## src/rtl/rf_wb_arbiter.sv

```systemverilog
// Writeback scheduler: two in-order pipe lanes plus a queued long-latency source onto two regfile ports.
// Latency: pipe writes and FIFO head are combinational to rfw; pushes drain one cycle later at the earliest. Backpressure: l_ready drops when the FIFO is full, pipe lanes never stall.
module rf_wb_arbiter #(
  parameter int DEPTH = 4,
  parameter int DW    = 32,
  parameter int AW    = 5
) (
  input  logic                      clk,
  input  logic                      reset,
  input  logic                      a_wen,
  input  logic [AW-1:0]             a_addr,
  input  logic [DW-1:0]             a_wd,
  input  logic                      b_wen,
  input  logic [AW-1:0]             b_addr,
  input  logic [DW-1:0]             b_wd,
  input  logic                      l_valid,
  output logic                      l_ready,
  input  logic [AW-1:0]             l_addr,
  input  logic [DW-1:0]             l_wd,
  output logic [1:0][AW+DW:0]       rfw,
  output logic [(1<<AW)-1:0]        pend_mask,
  output logic [$clog2(DEPTH):0]    fifo_cnt
);

  localparam int PW = $clog2(DEPTH);
  localparam int CW = PW + 1;

  logic [PW-1:0]    rd_ptr_q, rd_ptr_d, wr_ptr_q, wr_ptr_d, rd_nxt;
  logic [CW-1:0]    cnt_q, cnt_d;
  logic [DEPTH-1:0] vld_q, vld_d;
  logic [AW-1:0]    addr_q [DEPTH];
  logic [AW-1:0]    addr_d [DEPTH];
  logic [DW-1:0]    data_q [DEPTH];
  logic [DW-1:0]    data_d [DEPTH];

  logic             a_we, b_we, push;
  logic [1:0]       pop_n;
  logic [AW+DW:0]   pipe_a, pipe_b, head_w, next_w;
  logic [1:0][AW+DW:0] rfw_raw;

  always_comb begin
    a_we   = a_wen && (a_addr != '0);
    b_we   = b_wen && (b_addr != '0);
    pipe_a = {1'b1, a_addr, a_wd};
    pipe_b = {1'b1, b_addr, b_wd};
    rd_nxt = rd_ptr_q + PW'(1);
    // Squashed entries still occupy a drain slot, just with wen low.
    head_w = {vld_q[rd_ptr_q] && (cnt_q != '0), addr_q[rd_ptr_q], data_q[rd_ptr_q]};
    next_w = {vld_q[rd_nxt] && (cnt_q >= CW'(2)), addr_q[rd_nxt], data_q[rd_nxt]};
    rfw_raw = '0;
    pop_n   = 2'd0;
    case ({a_we, b_we})
      2'b11: begin
        rfw_raw[1] = pipe_a;
        rfw_raw[0] = pipe_b;
      end
      2'b10: begin
        rfw_raw[1] = head_w;
        rfw_raw[0] = pipe_a;
        pop_n      = (cnt_q != '0) ? 2'd1 : 2'd0;
      end
      2'b01: begin
        rfw_raw[1] = head_w;
        rfw_raw[0] = pipe_b;
        pop_n      = (cnt_q != '0) ? 2'd1 : 2'd0;
      end
      default: begin
        rfw_raw[1] = head_w;
        rfw_raw[0] = next_w;
        pop_n      = (cnt_q >= CW'(2)) ? 2'd2 : ((cnt_q != '0) ? 2'd1 : 2'd0);
      end
    endcase
    rfw = rfw_raw;
    if (!reset) begin
      rfw[1][AW+DW] = 1'b0;
      rfw[0][AW+DW] = 1'b0;
    end
  end

  assign l_ready  = reset && (cnt_q != CW'(DEPTH));
  assign push     = l_valid && l_ready && (l_addr != '0);
  assign fifo_cnt = cnt_q;

  always_comb begin
    vld_d  = vld_q;
    addr_d = addr_q;
    data_d = data_q;
    for (int i = 0; i < DEPTH; i++) begin
      if ((a_we && (a_addr == addr_q[i])) || (b_we && (b_addr == addr_q[i])))
        vld_d[i] = 1'b0;
    end
    if (pop_n != 2'd0) vld_d[rd_ptr_q] = 1'b0;
    if (pop_n == 2'd2) vld_d[rd_nxt]   = 1'b0;
    // The write slot is free whenever push is possible, so the new entry overrides any squash.
    if (push) begin
      vld_d[wr_ptr_q]  = 1'b1;
      addr_d[wr_ptr_q] = l_addr;
      data_d[wr_ptr_q] = l_wd;
    end
    rd_ptr_d = rd_ptr_q + PW'(pop_n);
    wr_ptr_d = wr_ptr_q + PW'(push);
    cnt_d    = cnt_q + CW'(push) - CW'(pop_n);
  end

  always_comb begin
    pend_mask = '0;
    for (int i = 0; i < DEPTH; i++) begin
      if (vld_q[i]) pend_mask[addr_q[i]] = 1'b1;
    end
  end

  always_ff @(posedge clk or negedge reset) begin
    if (!reset) begin
      rd_ptr_q <= '0;
      wr_ptr_q <= '0;
      cnt_q    <= '0;
      vld_q    <= '0;
      for (int i = 0; i < DEPTH; i++) begin
        addr_q[i] <= '0;
        data_q[i] <= '0;
      end
    end else begin
      rd_ptr_q <= rd_ptr_d;
      wr_ptr_q <= wr_ptr_d;
      cnt_q    <= cnt_d;
      vld_q    <= vld_d;
      addr_q   <= addr_d;
      data_q   <= data_d;
    end
  end

endmodule

```

## config.mk

```make
export PLATFORM = sky130hd
export DESIGN_NAME = rf_wb_arbiter
export DESIGN_NICKNAME = d
export VERILOG_FILES = /design/src/rtl/rf_wb_arbiter.sv
export SDC_FILE = /design/constraint.sdc
export NUM_CORES = 1
export LEC_CHECK = 0
export ABC_CLOCK_PERIOD_IN_PS = 5900
export CORE_MARGIN = 2
export CORE_UTILIZATION = 48
export CTS_BUF_LIST = sky130_fd_sc_hd__clkbuf_4
export CTS_CLUSTER_DIAMETER = 30
export DETAILED_ROUTE_END_ITERATION = 16
export PLACE_DENSITY = 0.79
export SETUP_SLACK_MARGIN = 0.3
export SYNTH_ARGS = -nofsm -noshare
export SYNTH_HDL_FRONTEND = slang
export SYNTH_SLANG_ARGS = --single-unit
```

## constraint.sdc

```tcl
create_clock -name clk -period 5.9 [get_ports clk]
set_clock_uncertainty 0.1 [all_clocks]
set_input_delay 1.77 -clock clk [delete_from_list [all_inputs] [get_ports clk]]
set_output_delay 1.77 -clock clk [all_outputs]
set_load 0.02 [all_outputs]
```

==> summary.md, run 1 <==
| Metric | Value |
|---|---|
| Status | `completed` |
| Inst Count DP | `1330` |
| Ports | `228` |
| Post-synth top area share | `0.371` |
| Critical Path End Type | `output port` |
| Worst-Margin Slew | `about 1.3 ns` |
| Crit path launch type | `input pin` |
| R2R Path Start | `fifo_cnt[2]` |
| Post-route insts no fill | `1391` |
| Worst R2R End | `data_q[72]` |
| R2r setup slk | `about 3.3 ns` |
| Die W | `153 um` |
| Routed WL | `34200 um` |
| Fraction of layout cells with a size suffix above 1 | `0.463` |
| Hold buffers post-CTS | `0` |
| Async SR Flop Fraction | `1.00` |
| Final period util | `0.988` |
| Final hold vios | `0` |
| Sink Count | `159` |
| Die Span Y | `~150 um` |
| RSZ-0062 raised after global routing | `yes` |
| Worst Hold Endpoint | `data_q[94]` |
| GRT Util Overall | `0.292` |
| Max-slew violation count | `0` |
| Max Fclk | `0.172 GHz` |
| Total power | `0.00760 W` |
| Final RePlAce weighted congestion | `between 0.9 and 1` |
| Synth area leader | `dfrtp_1` |
| Initial Util | `0.490` |
| Area delta synth->final | `36.6%` |
| Initial DRC count | `around 710` |
| Die area | `0.0236 mm^2` |
| Overflow after GRT | `0` |
| Synth cell types | `53` |
| Pin count of the biggest net entering global routing | `65` |
| Top_reg_cell synth | `dfrtp_1` |
| EDFF count, synth | `0` |
| Most common library cells after synthesis | `dfrtp_1, mux2_2, mux4_2` |
| Ranking of synthesized cells by area | `dfrtp_1, mux4_2, mux2_2` |
| Port bufs | `227` |
| Max VDD drop | `approximately 0.28 mV` |
| Wirelength per Cell | `24.6 um` |
| Row cnt | `54` |
| Remaining antenna violation count after routing | `0` |
| Leak pwr | `6.01 nW` |
| Final setup fails | `0` |
| Post-Synthesis Cells | `866` |
| Clk_lat worst skew | `0.57 ns` |
| Root buffer cell | `clkbuf_4` |
| Seq/Total Area, Yosys | `0.371` |
| Hold depth | `1` |
| Post-route setup TNS | `0 ns` |
| TritonRoute pass-1 iters | `5` |
| Vias in the first global route | `9309` |
| Clk slew on worst S/H paths | `0.15 ns` |
| Cell area after layout | `0.0147 mm^2` |
| Post-Place Cell Area | `0.0138 mm^2` |
| CP required | `4.03 ns` |
| Mapped cell area | `0.0107 mm^2` |
| Flops & latches, synth | `159` |
| Most numerous cell in the Yosys netlist | `dfrtp_1` |
| Yosys Warn Count | `0` |
| HP Class | `reg2reg` |
| Mean Syn Cell Area | `12.4 um^2` |
| Kind of critical path | `in2out` |
| First-pass GRT wire length | `54000 um` |
| CP arrival | `3.96 ns` |
| CTS tree | `done` |
| Vias per inst | `6.47` |
| Num CTS Buffers | `17` |
| MaxCap Viol Count | `0` |
| Maximum root-to-sink buffer count | `2` |
| Post-route minimum period | `between 5 and 6 ns` |
| Fill count | `1589` |
| Initial antenna violation count | `2` |
| DRC violations left | `0` |
| CP max FO | `5` |
| Worst r2r path cells | `5` |
| Hold Path Origin | `data_q[94]` |
| Htree depth | `4` |
| Core Box Area | `0.0219 mm^2` |
| Final nets | `1227` |
| Max transition margin | `0.114` |
| Power Density | `518 mW/mm^2` |
| Vias | `around 9000` |
| Dpl hpwl | `between 20000 and 25000 um` |
| Post-synth net total | `997` |
==> metrics by stage <==
stage	worst slack, ns	utilization	hold slack [ns]
after global routing	0.0469	0.669	0.456
after global placement	-0.522	0.632	0.387
after floorplan	0.188	-	0.370
final	0.0735	0.669	0.425
after CTS	0.0314	0.666	0.432
after detailed placement	-0.547	0.632	0.399
==> per-layer routing <==
metal / up-vias / track usage / share of wire
met4: 0 / 0.0856 / 0.026
met3: 77 / 0.0660 / 0.086
met2: 451 / 0.476 / 0.49
met1: 4619 / 0.395 / 0.40
li1: 3855 / - / -
met5: - / 0 / 0
==> sequential cells by signal, indices dropped and copies added, names as in the netlist <==
register  count
vld_q         4
addr_q       20
fifo_cnt      3
data_q      128
wr_ptr_q      2
rd_ptr_q      2
==> worst max path at each step <==
stage / cells after the start / startpoint / to / slack (ns)
2_1_floorplan: 9 / a_addr[2] / rfw[44] / 0.19
3_3_place_gp: 9 / b_addr[3] / rfw[54] / -0.52
3_5_place_dp: 9 / b_addr[3] / rfw[64] / -0.55
4_1_cts: 9 / b_addr[0] / rfw[54] / 0.03
5_1_grt: 10 / b_addr[0] / rfw[62] / 0.05
6_report: 10 / b_addr[0] / rfw[62] / 0.07
==> layout by cell type, fill, tap and decap left out, types with 5 or more instances in the layout <==
master | synthesis | routed
nor3b_1 | 8 | 8
mux2_1 | 20 | 20
clkdlybuf4s50_1 | 0 | 141
mux2_2 | 90 | 90
buf_12 | 0 | 11
mux2_4 | 38 | 38
buf_6 | 8 | 46
a22o_4 | 0 | 21
nand3b_1 | 10 | 10
o21ai_2 | 0 | 35
o221ai_1 | 11 | 11
a221o_1 | 20 | 20
buf_16 | 0 | 7
inv_1 | 13 | 11
o22ai_1 | 20 | 20
nand3_1 | 12 | 12
a22oi_2 | 0 | 36
clkinvlp_4 | 0 | 5
a22oi_1 | 48 | 12
clkbuf_4 | 0 | 18
nor2_1 | 9 | 9
ha_1 | 14 | 9
xor2_1 | 17 | 17
a22o_1 | 37 | 16
buf_4 | 4 | 86
nand2_1 | 46 | 46
mux4_2 | 76 | 76
dfrtp_1 | 159 | 157
xnor2_1 | 28 | 28
nor3_1 | 5 | 5
==> power by group <==
part           switching [W]  total, W  internal [W]  leakage [nW]
combinational        0.00199   0.00458       0.00259          3.95
clock               0.000415  0.000677      0.000262         0.142
sequential          0.000703   0.00234       0.00163          1.92
total                0.00311   0.00760       0.00449          6.01
==> final cells by class <==
type | instances | area (um^2) | share of cell area
tap | 280 | 350 | 0.0239
clock inverter | 14 | 156 | 0.0107
inverter | 14 | 52.6 | 0.00359
antenna | 2 | 5.00 | 0.000342
sequential | 159 | 3980 | 0.272
multi-input combinational | 602 | 6850 | 0.468
timing repair buffer | 302 | 3120 | 0.213
clock buffer | 18 | 135 | 0.00922
==> cell families (layout without fill, tap and decap cells) <==
family / Yosys count / after routing / synth area share
adders and majority gates: 15 / 15 / 0.0182
and+or+nand+nor: 121 / 121 / 0.0620
xor gates and xnor gates: 45 / 45 / 0.0367
buffers and inverters: 105 / 348 / 0.0461
AOI/OAI and AO/OA: 197 / 197 / 0.138
muxes: 224 / 224 / 0.328
other: 0 / 2 / 0
DFF: 159 / 159 / 0.371
==> timing repair <==
action                                  in CTS  in global routing
buffers inserted                            14                  5
pin swaps                                   12                 17
gates resized for setup                    471                 12
cloned                                       8                  0
endpoints found under the setup margin      76                 76
==> worst max-delay path: stages <==
cell and delay, ns:
buf_6 0.09, or4_4 0.53, o21ai_4 0.17, inv_2 0.08
ha_4 0.16, or3_4 0.50, buf_16 0.19, buf_6 0.12
a22o_4 0.21, buf_6 0.13
No activity file was read; power rests on OpenSTA's default activity.
==> run 2, diff against run 1 <==
SETUP_SLACK_MARGIN = unset   (was 0.3)
==> summary.md, run 2 (synthesis results as in run 1) <==
| Metric | Value |
|---|---|
| Status | `completed` |
| Post-route setup TNS | `0 ns (unchanged)` |
| Most common cell after layout, fill and taps aside | `dfrtp_1` |
| R2R Path Start | `fifo_cnt[2]` |
| Post-route minimum period | `5.85 ns (+0.0227 ns)` |
| Initial Util | `0.490 (unchanged)` |
| Vias per inst | `6.45 (-0.41%)` |
| Max-slew violation count | `0 (unchanged)` |
| Final RePlAce weighted congestion | `0.917 (-3.7%)` |
| Most frequent cells in the layout | `dfrtp_1, clkdlybuf4s50_1, mux2_2` |
| Hold depth | `1 (unchanged)` |
| Worst R2R End | `data_q[15]` |
| Initial DRC count | `700 (-1.5%)` |
| Max Fclk | `0.171 GHz (-0.39%)` |
| Num CTS Buffers | `17 (unchanged)` |
| Routed WL | `32600 um (-4.7%)` |
| GR Layer Usage met3 | `0.0626 (-0.00338)` |
| CP required | `4.03 ns (about the same)` |
| Ports | `228 (unchanged)` |
| Die Span Y | `153 um (unchanged)` |
| Largest register FFs | `128 (unchanged)` |
| Initial antenna violation count | `1 (-1)` |
| Largest regs | `data_q x128, addr_q x20, vld_q x4` |
| Remaining antenna violation count after routing | `0 (unchanged)` |
| Fraction of layout cells with a size suffix above 1 | `0.378 (-0.0857)` |
| Row cnt | `54 (unchanged)` |
| Clk slew on worst S/H paths | `0.14 ns (about the same)` |
| Vias | `8830 (-1.9%)` |
| M1 GR Usage | `0.362 (-0.0326)` |
| Sink Count | `159 (unchanged)` |
| Final hold vios | `0 (unchanged)` |
| Maximum root-to-sink buffer count | `2 (unchanged)` |
| Critical Path End Type | `output port` |
| First-pass GRT wire length | `51400 um (-4.8%)` |
| Kind of critical path | `in2out` |
| Pin count of the biggest net entering global routing | `155 (+140%)` |
| TritonRoute pass-1 iters | `5 (unchanged)` |
| Area delta synth->final | `28.3%` |
| Hold Path Origin | `data_q[67]` |
| Clk_lat worst skew | `0.57 ns (about the same)` |
| CP arrival | `3.98 ns (+0.02 ns)` |
| Met2 Track Usage GR | `0.451 (-0.0252)` |
| Leak pwr | `5.68 nW (-5.4%)` |
| Die W | `153 um (unchanged)` |
| CTS tree | `done` |
| Dpl hpwl | `21300 um (-4.0%)` |
| Power Density | `523 mW/mm^2 (+0.89%)` |
| R2r setup slk | `3.02 ns (-0.27 ns)` |
| Final setup fails | `0 (unchanged)` |
| Most flop-heavy register | `data_q` |
| Port bufs | `227 (unchanged)` |
| Worst-Margin Slew | `1.28 ns (-0.0448 ns)` |
| GRT Util Overall | `0.276 (-0.0166)` |
| Worst Hold Endpoint | `data_q[67]` |
| Vias in the first global route | `9246 (-0.68%)` |
| Worst r2r path cells | `6 (+1)` |
| Top Usage Layer GRT | `met2` |
| Final period util | `0.991 (+0.00385)` |
| Fill count | `1732 (+9.0%)` |
| Htree depth | `4 (unchanged)` |
| Root buffer cell | `clkbuf_4` |
| HP Class | `reg2reg` |
| Max transition margin | `0.144 (+0.0299)` |
| MaxCap Viol Count | `0 (unchanged)` |
| Max VDD drop | `0.311 mV (+12%)` |
| Core Box Area | `0.0219 mm^2 (unchanged)` |
| Worst hold slack | `0.424 ns (-0.00109 ns)` |
| Overflow after GRT | `0 (unchanged)` |
| DRC violations left | `0 (unchanged)` |
| RSZ-0062 raised after global routing | `no` |
| Die area | `0.0236 mm^2 (unchanged)` |
| Hold buffers post-CTS | `0 (unchanged)` |
| Wirelength per Cell | `23.8 um (-3.2%)` |
| CP max FO | `6 (+1)` |
| Final nets | `1206 (-1.7%)` |
| Crit path launch type | `input pin` |
[run 2: changes by cell type in the layout (fill, tap and decap cells not counted), moves of 23 or more]
cell | before | now
o21ai_2 | 35 | 1
o21ai_1 | 4 | 38
buf_4 | 86 | 37
a22oi_2 | 36 | 13
a22oi_1 | 12 | 35
buf_2 | 4 | 53
buf_6 | 46 | 20
[run 2: per-layer routing]
layer	up-vias	part of all wire	wire [um]
met5	-	0	0
met4	0	0.026	852
met3	80	0.082	2660
met2	485	0.49	16100
met1	4459	0.40	13000
li1	3806	-	-
[run 2: worst max-delay path by stage]
stage               cells after the start       to  slack [ns]  startpoint
finish                                 10  rfw[70]        0.05   a_addr[0]
global route                           11  rfw[30]        0.01   a_addr[0]
CTS                                    10  rfw[46]      -0.009   a_addr[2]
detailed placement                      9  rfw[53]       -0.75   b_addr[2]
global placement                        9  rfw[57]       -0.72   b_addr[0]
floorplan                               9  rfw[44]       -0.01   b_addr[0]
[run 2: layout make-up]
cell class	count	area (um^2)	share of cell area
Clock inverter	14	151	0.0110
Clock buffer	18	135	0.00981
Antenna cell	2	5.00	0.000364
Inverter	14	52.6	0.00382
Sequential cell	159	3980	0.289
Timing Repair Buffer	281	2680	0.194
Tap cell	280	350	0.0254
Multi-Input combinational cell	602	6410	0.466
[run 2: critical path: stages]
cell,delay [ns]
clkdlybuf4s15_1,0.18
or4_4,0.52
o21ai_4,0.18
inv_2,0.07
ha_4,0.17
or3_4,0.39
buf_12,0.17
clkbuf_16,0.16
a22o_1,0.20
buf_2,0.16
[run 2: timing repair]
| item | in CTS | in global routing |
|---|---|---|
| setup endpoints to repair | 76 | 76 |
| setup buffers | 3 | 0 |
| cloned | 3 | 3 |
| pin swaps | 19 | 10 |
| gates resized for setup | 355 | 39 |
[run 2: per-stage QoR]
| step | setup WS, ns | instance area (um^2) | cells | total power, W | utilization |
|---|---|---|---|---|---|
| floorplan | -0.0117 | 10700 | 866 | 0.00519 | - |
| global placement | -0.724 | 13400 | 1327 | 0.00646 | 0.613 |
| detailed placement | -0.747 | 13400 | 1327 | 0.00658 | 0.613 |
| CTS | -0.00850 | 13600 | 1365 | 0.00714 | 0.620 |
| global route | 0.0109 | 13800 | 1370 | 0.00761 | 0.629 |
| finish | 0.0508 | 13800 | 1370 | 0.00720 | 0.629 |
[run 2: power breakdown]
| part | internal [W] | leakage (nW) | switching, W | total, W |
|---|---|---|---|---|
| clock | 0.000229 | 0.149 | 0.000441 | 0.000670 |
| sequential | 0.00163 | 1.92 | 0.000736 | 0.00237 |
| combinational | 0.00233 | 3.62 | 0.00183 | 0.00416 |
==> patch: new RTL, flow settings as in run 1 <==
Set the parameter `DW` to 64 (it was 32).
--- a/src/rtl/rf_wb_arbiter.sv
+++ b/src/rtl/rf_wb_arbiter.sv
@@ -2,7 +2,7 @@
 // Latency: pipe writes and FIFO head are combinational to rfw; pushes drain one cycle later at the earliest. Backpressure: l_ready drops when the FIFO is full, pipe lanes never stall.
 module rf_wb_arbiter #(
   parameter int DEPTH = 4,
-  parameter int DW    = 32,
+  parameter int DW    = 64,
   parameter int AW    = 5
 ) (
   input  logic                      clk,
Interface: changed (resized a_wd, b_wd, l_wd and rfw); port bits go from 228 to 388. No check against the original RTL was run, so the function may have changed too.
==> patch against run 1 <==
- the flow now finishes with violations (setup timing)
- design area rose by 73%
- routed wire length grew 78%
- largest cell class unchanged
- critical endpoint is now rfw[3]
- sequential cell count up 128
- synthesized area grew 66%
- critical path depth up 2
- core utilization is 2.5 points higher
- total power is 81% higher
- setup slack got worse by 180 ps
==> patch: results (changes against run 1) <==
Clock tree
  • Maximum clock insertion buffer count: 3 (+1)
  • TritonCTS buffer count: 80 (+63)
  • Clock root cell: clkbuf_4
  • Worst skew pair latency: 720 ps (+150 ps)
  • CTS clk-pin slew, worst paths: 60 ps (-90 ps)
  • # H-tree levels: 3 (-1)

Global routing
  • Largest net degree at the start of global routing: 145 (+120%)
  • Initial antenna violation count: 8 (+6)
  • Vias in the first global route: 15.78k (+69%)
  • Global-route wire length before repair: 90,880 um (+68%)
  • All-Layer GR Usage: 30.57% (+1.3 points)

STA
  • Max-slew violations: 0 (unchanged)
  • Setup TNS: -3602 ps (-3602 ps)
  • Slew headroom: 23.37% (+12 points)
  • Final worst slack: -107.9 ps (-181.4 ps)
  • # setup viols final: 59 (+59)

Detailed routing
  • First-pass DRT Iterations: 5 (unchanged)
  • DR vias/cell: 6.355 (-1.8%)
  • DRT iter0 DRCs: 963 (+35%)
  • WL/cell: 25.77 um (+4.7%)
  • Via Count: 14.99k (+66%)

Synth
  • Yosys warnings: 0 (unchanged)
  • Syn Inst Count: 1,379 (+59%)
  • Synth cell count leaders: 287 x dfrtp_1, 254 x mux2_2, 140 x mux4_2
  • Synth area leaders: dfrtp_1 40%, mux4_2 18%, mux2_2 16%
  • Register area share after synthesis: 40.23% (+3.1 points)
  • Mapped Nets: 1,606 (+61%)
  • Library cells used by synthesis: 52 (-1.9%)
  • Post-synth ARST share: 100.0% (unchanged)

Worst setup path
  • Critical Path Max Stage Delay: 530 ps (about the same)
  • CP max stage cell: or4_4
  • Crit-path max FO: 7 (+2)
  • Critical Path AT: 4140 ps (+180 ps)
  • Reg-to-reg startpoint: fifo_cnt[2]
  • Crit. Startpoint: a_addr[2]
  • Setup slack, reg-to-reg: 2920 ps (-370 ps)

Cells and area
  • Share of cells above drive strength 1: 52.28% (+5.9 points)
  • Largest regs: data_q x256, addr_q x20, vld_q x4
  • NumNets Final: 2,062 (+68%)

Place
  • # port buffers: 387 (+70%)
  • DP Area: 0.02324 sq mm (+68%)
  • Hpwl dp: 38,980 um (+76%)
  • GPL Wtd Cong: 0.8933 (-6.2%)
  • Placed insts: 2,162 (+63%)

Power and ir drop
  • Maximum VDD drop: 0.0004541 V (+64%)
  • P_leak: 10.47 nW (+74%)

Status
  • Failing checks: setup timing
  • Status: finished with violations

Worst hold path
  • Hold path start: data_q[120]
  • Hold Path Class: flop to flop
patch: path summary, 6_finish.rpt:
kind / end / cells past startpoint
max in group asynchronous: data_q[202] / 3
min: data_q[120] / 1
min in group asynchronous: data_q[40] / 1
max reg2reg: addr_q[9] / 6
max: rfw[3] / 12
min reg2reg: data_q[120] / 1
patch: layer usage:
metal	wire (um)	share of wire (%)	track usage [%]	vias to the layer above
met5	49	0.081	0	-
met4	1896	3.1	10.50	8
met3	4608	7.6	7.341	122
met2	31070	51	52.85	713
met1	23150	38	37.66	7772
li1	-	-	-	6371
patch: logic make-up (layout without fill, tap and decap cells):
kind of cell,count (synthesis),in the layout,synth area share [%]
buf+inv,165,672,4.682
other cells,0,4,0
simple gates,158,158,4.563
xor+xnor,45,45,2.208
compound gates,293,293,12.15
mux,416,416,35.07
flops,287,287,40.23
fa+ha+maj,15,15,1.093
patch: critical path: cells and delay by family:
family | cells | cell delay [ps]
AND/OR/NAND/NOR | 2 | 850
adder cells (fa/ha/maj) | 1 | 160
AO/OA/AOI/OAI | 3 | 570
buffers and inverters | 6 | 780
patch: metrics by stage:
stage | hold WS, ps | utilization, % | setup WS (ps)
finish | 418.2 | 69.42 | -107.9
CTS | 417.7 | 68.03 | -128.1
global placement | 385.6 | 63.47 | -686.0
global route | 432.4 | 69.41 | -147.5
floorplan | 370.5 | - | 6.460
detailed placement | 400.7 | 63.47 | -728.4
patch: layout make-up:
class	instances	area, sq um
clock buffer	115	863.3
clock inverter	18	131.4
multi-input combinational	927	10900
timing repair buffer	517	5655
sequential	287	7189
fill	2531	11200
inverter	22	82.58
tap	468	585.6
antenna	4	10.01
patch: timing repair:
| item | in CTS | in global routing |
|---|---|---|
| gates resized for setup | 808 | 113 |
| hold buffers | 0 | 0 |
| pin swaps | 78 | 96 |
| gates cloned | 12 | 5 |
| endpoints found under the setup margin | 140 | 140 |
| endpoints found under the hold margin | 0 | 0 |
| setup buffers | 30 | 12 |
patch: report_power, final:
| part | total (W) | switching (W) | internal [W] | leakage [nW] |
|---|---|---|---|---|
| combinational | 0.00796 | 0.00350 | 0.00445 | 6.42 |
| sequential | 0.00397 | 0.00100 | 0.00297 | 3.46 |
| clock | 0.00181 | 0.000831 | 0.000975 | 0.587 |
